## src/rtl/ultrasonido_ctrl.sv

```systemverilog
// Ultrasonic range sequencer for an HC-SR04-style sensor.
// Fires the trigger pulse, times the echo in tick units (8-bit, saturating),
// hands the count to the external halving divider and latches its result.
module ultrasonido_ctrl #(
    parameter int TRIG_CYCLES = 500,
    parameter int TICK_CYCLES = 1450,
    parameter int WAIT_CYCLES = 1500000
) (
    input  logic       clk,
    input  logic       reset,
    input  logic       start,
    input  logic       echo,
    output logic       trigger,
    output logic [7:0] count,
    output logic       calculate,
    input  logic       div_done,
    input  logic [7:0] div_d,
    output logic [7:0] distance,
    output logic       valid,
    output logic       busy,
    output logic       timeout
);

    // One counter serves both the trigger pulse and the echo wait window.
    localparam int CYC_MAX = (WAIT_CYCLES > TRIG_CYCLES) ? WAIT_CYCLES : TRIG_CYCLES;
    localparam int CYC_W   = $clog2(CYC_MAX + 1);
    localparam int TICK_W  = $clog2(TICK_CYCLES + 1);

    localparam logic [CYC_W-1:0]  CYC_ZERO  = {CYC_W{1'b0}};
    localparam logic [CYC_W-1:0]  CYC_ONE   = CYC_W'(1'b1);
    localparam logic [CYC_W-1:0]  TRIG_LAST = CYC_W'(TRIG_CYCLES - 1);
    localparam logic [CYC_W-1:0]  WAIT_LAST = CYC_W'(WAIT_CYCLES - 1);
    localparam logic [TICK_W-1:0] TICK_ZERO = {TICK_W{1'b0}};
    localparam logic [TICK_W-1:0] TICK_ONE  = TICK_W'(1'b1);
    localparam logic [TICK_W-1:0] TICK_LAST = TICK_W'(TICK_CYCLES - 1);

    typedef enum logic [2:0] {
        IDLE      = 3'd0,
        TRIG      = 3'd1,
        WAIT_ECHO = 3'd2,
        MEASURE   = 3'd3,
        CALC      = 3'd4,
        DONE_ST   = 3'd5
    } state_t;

    state_t              state_r, state_s;
    logic                sync1_r, sync2_r;
    logic                echo_s;
    logic [CYC_W-1:0]    cyc_r, cyc_s;
    logic [TICK_W-1:0]   tick_r, tick_s;
    logic [7:0]          count_r, count_s;
    logic [7:0]          distance_r, distance_s;
    logic                trigger_r, trigger_s;
    logic                calculate_r, calculate_s;
    logic                valid_r, valid_s;
    logic                busy_r, busy_s;
    logic                timeout_r, timeout_s;

    assign echo_s = sync2_r;

    // Two-flop synchronizer for the asynchronous echo pin.
    always_ff @(posedge clk or posedge reset) begin
        if (reset) begin
            sync1_r <= 1'b0;
            sync2_r <= 1'b0;
        end else begin
            sync1_r <= echo;
            sync2_r <= sync1_r;
        end
    end

    // Next-state and next-output logic for the measurement sequence.
    always_comb begin
        state_s     = state_r;
        cyc_s       = cyc_r;
        tick_s      = tick_r;
        count_s     = count_r;
        trigger_s   = trigger_r;
        calculate_s = calculate_r;
        distance_s  = distance_r;
        valid_s     = 1'b0;
        timeout_s   = timeout_r;
        case (state_r)
            IDLE: begin
                if (start) begin
                    state_s   = TRIG;
                    cyc_s     = CYC_ZERO;
                    count_s   = 8'd0;
                    timeout_s = 1'b0;
                    trigger_s = 1'b1;
                end else begin
                    trigger_s = 1'b0;
                end
            end
            TRIG: begin
                if (cyc_r == TRIG_LAST) begin
                    trigger_s = 1'b0;
                    state_s   = WAIT_ECHO;
                    cyc_s     = CYC_ZERO;
                end else begin
                    cyc_s = cyc_r + CYC_ONE;
                end
            end
            WAIT_ECHO: begin
                if (echo_s) begin
                    state_s = MEASURE;
                    tick_s  = TICK_ZERO;
                    count_s = 8'd0;
                end else if (cyc_r == WAIT_LAST) begin
                    timeout_s = 1'b1;
                    state_s   = IDLE;
                end else begin
                    cyc_s = cyc_r + CYC_ONE;
                end
            end
            MEASURE: begin
                // The exit cycle is still counted; any partial tick is dropped.
                if (tick_r == TICK_LAST) begin
                    tick_s = TICK_ZERO;
                    if (count_r != 8'hFF) begin
                        count_s = count_r + 8'd1;
                    end else begin
                        count_s = count_r;
                    end
                end else begin
                    tick_s = tick_r + TICK_ONE;
                end
                if (count_s == 8'hFF) begin
                    timeout_s = 1'b1;
                end else begin
                    timeout_s = timeout_r;
                end
                if (!echo_s) begin
                    state_s     = CALC;
                    calculate_s = 1'b1;
                end else begin
                    state_s = MEASURE;
                end
            end
            CALC: begin
                calculate_s = 1'b1;
                if (div_done) begin
                    distance_s  = div_d;
                    valid_s     = 1'b1;
                    calculate_s = 1'b0;
                    state_s     = DONE_ST;
                end else begin
                    state_s = CALC;
                end
            end
            DONE_ST: begin
                calculate_s = 1'b0;
                state_s     = IDLE;
            end
            default: begin
                state_s     = IDLE;
                trigger_s   = 1'b0;
                calculate_s = 1'b0;
            end
        endcase
        busy_s = (state_s != IDLE);
    end

    // State, counters and registered outputs.
    always_ff @(posedge clk or posedge reset) begin
        if (reset) begin
            state_r     <= IDLE;
            cyc_r       <= CYC_ZERO;
            tick_r      <= TICK_ZERO;
            count_r     <= 8'd0;
            distance_r  <= 8'd0;
            trigger_r   <= 1'b0;
            calculate_r <= 1'b0;
            valid_r     <= 1'b0;
            busy_r      <= 1'b0;
            timeout_r   <= 1'b0;
        end else begin
            state_r     <= state_s;
            cyc_r       <= cyc_s;
            tick_r      <= tick_s;
            count_r     <= count_s;
            distance_r  <= distance_s;
            trigger_r   <= trigger_s;
            calculate_r <= calculate_s;
            valid_r     <= valid_s;
            busy_r      <= busy_s;
            timeout_r   <= timeout_s;
        end
    end

    assign trigger   = trigger_r;
    assign count     = count_r;
    assign calculate = calculate_r;
    assign distance  = distance_r;
    assign valid     = valid_r;
    assign busy      = busy_r;
    assign timeout   = timeout_r;

endmodule
```

## config.mk

```make
export PLATFORM = sky130hd
export DESIGN_NAME = ultrasonido_ctrl
export DESIGN_NICKNAME = d
export VERILOG_FILES = /design/src/rtl/ultrasonido_ctrl.sv
export SDC_FILE = /design/constraint.sdc
export NUM_CORES = 1
export LEC_CHECK = 0
export ABC_AREA = 1
export ABC_CLOCK_PERIOD_IN_PS = 4300
export CAP_MARGIN = 25
export CORE_MARGIN = 3
export CORE_UTILIZATION = 45
export CTS_BUF_LIST = sky130_fd_sc_hd__clkbuf_4
export DETAILED_ROUTE_END_ITERATION = 8
export PLACE_DENSITY_LB_ADDON = 0.25
export SLEW_MARGIN = 0
export SYNTH_ARGS = -nofsm -noshare
export SYNTH_HDL_FRONTEND = slang
export SYNTH_SLANG_ARGS = --single-unit
export TNS_END_PERCENT = 1
```

## constraint.sdc

```tcl
create_clock -name clk -period 4.3 [get_ports clk]
set_clock_uncertainty 0.2 [all_clocks]
set_input_delay 0.645 -clock clk [delete_from_list [all_inputs] [get_ports clk]]
set_output_delay 0.645 -clock clk [all_outputs]
set_load 0.05 [all_outputs]
```

Yosys cells after proc, flatten, opt, wreduce, memory -nomap -nowiden. Cells that the tools add are included.

Reductions and logical operators: 14. Bitwise gates (word level): 2. Add/subtract/negate cells: 3. Multiplexer cells: 34. Equality and inequality tests: 18.

Operators with widths (count): two-way mux 21 bit (4); case mux 21 bit (3 select lines) (1); two-way mux 8 bit (5); case mux 8 bit (3 select lines) (1); two-way mux 11 bit (2); case mux 11 bit (2 select lines) (1); adder 21 x 1 -> 21 bit (second input constant) (1); == test 21 bit (second input constant) (1); == test 21 x 9 -> 1 bit (second input constant) (1); != test 2 bit (second input constant) (8); two-way mux 3 bit (5); case mux 3 bit (5 select lines) (1); adder 11 x 1 -> 11 bit (second input constant) (1); == test 11 bit (second input constant) (1); two-way mux 1 bit (11); case mux 1 bit (3 select lines) (3); nonzero test 3 bit (3); adder 8 x 1 -> 8 bit (second input constant) (1); == test 8 bit (second input constant) (1); != test 8 bit (second input constant) (1); AND reduction 2 bit (4); == test 3 x 2 -> 1 bit (second input constant) (2); == test 3 bit (second input constant) (2); AND reduction 5 bit (1); 8 further kinds (9).

Logic and storage cells: 83. Register bits: 58. Output and inout port bits: 21.

Depth between registers and ports, before layout.
Depth after elaboration: 7. Mapped depth: 15. Mapped depth without buffers: 15.

Worst setup path after synthesis. OpenSTA, ideal clock, no wires.

Path kind: flip-flop to flip-flop. From: reg count_r[1], in the netlist count[1]. To: reg timeout_r, in the netlist timeout. Buffers on the path: 0. Arrival: 1.936 ns. Cell stages (with the launch flop): 15. Path slack: 2.045 ns. Clock period less this slack: 2.255 ns. Path through: dfrtp_1 ha_1 nand3_1 inv_1 nand2_2 inv_1 o21ai_0 nand2_2 nand2_1 nor2_1 nand2_1 nand2_2 nand2_1 nand2_1 nand2_1.

Cells in the longest elaborated chain, start to end: 7.

RTL lines: start, declared (RTL line 51) `logic [7:0] count_r, count_s;`; start signal, assigned (RTL line 181) `count_r <= count_s;`; adder 8 x 1 -> 8 bit or != test 8 bit (tied branches) (RTL line 121, 120); two-way mux 8 bit (RTL line 120) `if (count_r != 8'hFF) begin`; two-way mux 8 bit * (RTL line 118) `if (tick_r == TICK_LAST) begin`; two-way mux 8 bit * (RTL line 83) `case (state_r)`; == test 8 bit * (RTL line 128) `if (count_s == 8'hFF) begin`; != test 2 bit (no line) *; AND reduction 5 bit (no line) *; end signal, assigned (RTL line 187) `timeout_r <= timeout_s;`; end, declared (RTL line 57) `logic timeout_r, timeout_s;`.

Mark *: on every way between the ends. The rest lies on a longest branch, timed or not. The select of a mux whose other input is x is not followed. A chain may end at the register's enable or synchronous reset.

Final worst setup path.
From: reg count_r[2], in the netlist count[2]. To: out count[2].

RTL lines: end, declared (RTL line 14) `output logic [7:0] count,`.

No word-level cell between the ends.

==> flow_summary.yaml <==
synthesis:
  ys_top_cells_by_count: "nand2_1 (150), inv_1 (68), dfrtp_1 (58), nor2_1 (39), nand3_1 (26)"
  synth_ff_type: "dfrtp_1"
  synth_edf_count: 0
  ys_async_sr_fraction_pct: 100
  synth.top_cells.by_area: "dfrtp_1 (39%), nand2_1 (15%), inv_1 (6.8%), xor2_1 (4.0%), nor2_1 (3.9%)"
  yosys_warnings: 0
  yosysUniqueCellTypes: 39
  synth_top_area_cell: "dfrtp_1"
  postSynthCellCount: 513
  yosysMostFrequentCell: "nand2_1"
  syn-cell-area_sq_mm: 0.00375
  syn_nets: 530
  synth_top_cell_area_share_pct: 38.7
  synth.ff_latch_count: 58
  seq_area_frac_synth_pct: 38.7
  syn_avg_cell_area_sq_um: 7.30
global_routing:
  grt.total_usage_pct: 19.9
  grt_max_degree: 39
  grt_first_pass_wirelength_microns: 15700
  overflow: 0
  antenna_found_initial: 0
  grt_pass1_vias: 3376
clock_network:
  hold_buffers: 0
  post_cts_buffers: 0
  cts_root_buf: "clkbuf_4"
  cts_tree: "built"
  clockBufferDepth: 2
  cts_buffers: 9
  cts.sinks: 58
  h-tree-depth: 3
  clkTransAtPathRegs_ps: 90
  cts_resized: 0
  clock_latency_ps: 410
die:
  die_w_microns: 97.3
  dieArea_sq_mm: 0.00946
  die_y_microns: 97.3
  start_util_pct: 47.5
  num_rows: 32
  coreArea_sq_mm: 0.00789
  ios: 34
setup_path:
  critPathLaunchType: "flop"
  cp.arrival_ps: 1740
  cp_cell_sequence: "clkdlybuf4s50_1"
  max_stage_delay_ps: 860
  crit_buf_inv: 1
  worstSetupEndpointType: "output pin"
  worst_path_max_delay_cell: "clkdlybuf4s50_1"
  crit_path_max_fanout: 7
  ff2ff_setup_slack_ps: 1750
  critical_path.top_delay_family: "buffers and inverters"
  crit_type: "flop to output pin"
  critPathRequiredTime_ps: 3450
sta:
  finalHoldWorstSlack_ps: 165
  hold_viol_final: 0
  fin_crit_sh_pct: 60.0
  period_minus_slack_ps: 2580
  finalWorstSetupSlack_ps: 1720
  worst_slew_pin_slew_ps: 1010
  setup_viol: 0
  maxSlewHeadroom_pct: 32.3
  rsz0062_at_grt: "false"
  fin_setup_tns_ps: 0
  drv_slew: 0
  fmax_mhz: 388
flow_run:
  cap_violations: 0
route:
  drt-wirelength-per-cell_microns: 13.6
  viasPerCell: 5.22
  drt-initial-drc-count: 228
  via_count: 3417
  route.detailed.drc: 0
  postRouteAntennaNets: 0
  drt-total-wl_microns: 8920
  dr.pass1.iters: 5
min_path:
  min_path_type: "flop to flop"
run_status:
  status: "completed"
placement:
  place_ws_ps: 1740
  io_buffers: 33
  hpwl_microns: 6680
  gp_congestion: 0.966
pwr:
  max-vdd-ir-drop_v: 0.000160
  p_per_area_mw_per_mm2: 217
  totalPowerFinal_uw: 923
  p_leak_nw: 2.01
final_layout:
  antennaDiodeCount: 0
  final_nets: 566
  final_util_pct: 54.0
  area_growth_pct: 13.6
  drive_gt1_share_pct: 10.3
power by group:
part,switching (mW),internal [mW]
sequential,0.00258,0.550
combinational,0.0300,0.0180
clock,0.207,0.115
cells in the final DEF (no fill, tap or decap), types with 12 or more instances in the layout:
| cell type | instances |
|---|---|
| clkdlybuf4s50_1 | 33 |
| dfrtp_1 | 58 |
| inv_1 | 67 |
| nand2_1 | 150 |
| nand3_1 | 26 |
| nand4_1 | 12 |
| nor2_1 | 39 |
| o21ai_0 | 22 |
| o21ai_1 | 15 |
| xor2_1 | 17 |
stage by stage:
step,instance area (sq um),cells
5_1_grt,4260,654
6_report,4260,654
3_3_place_gp,4160,640
2_1_floorplan,3750,513
4_1_cts,4260,654
3_5_place_dp,4160,640
registers in the layout (all words and copies together), names as in the netlist:
| signal | cells |
|---|---|
| cyc_r | 21 |
| calculate | 1 |
| state_r | 3 |
| distance | 8 |
| tick_r | 11 |
| busy | 1 |
| count | 8 |
| timeout | 1 |
| sync1_r | 1 |
| trigger | 1 |
| echo_s | 1 |
| valid | 1 |
layout make-up:
type                            count  area, sq um
Clock buffer                       10         75.1
Sequential cell                    58         1450
Fill cell                         735         3630
Inverter                           75          282
Tap cell                          102          128
Timing Repair Buffer               35          345
Clock inverter                      4         21.3
Multi-Input combinational cell    370         1950
metal layers:
layer	wire length (microns)	vias up	share of wire [%]	track usage, %
met5	0	-	0	0
met4	117	0	1.3	6.60
met3	485	10	5.4	4.38
met2	4290	117	48	33.7
met1	4020	1559	45	25.3
li1	-	1731	-	-
kinds of logic (layout without fill, tap and decap cells):
kind of cell             after synthesis  after routing  synth area share, %
buffers and inverters                 85            124                 9.11
flip-flops                            58             58                 38.7
adder cells (fa/ha/maj)                4              4                 1.34
AO/OA/AOI/OAI                         66             66                 10.6
AND/OR/NAND/NOR                      282            282                 36.1
XOR/XNOR                              18             18                 4.21
worst paths after layout:
kind	startpoint	end	depth (start not counted)
max reg2reg	state_r[0]	cyc_r[17]	8
min in group asynchronous	reset	valid	2
max in group asynchronous	reset	count[2]	3
min	sync1_r	echo_s	0
min reg2reg	sync1_r	echo_s	0
max	count[2]	count[2]	1
Power figures use the tool's default switching activity.
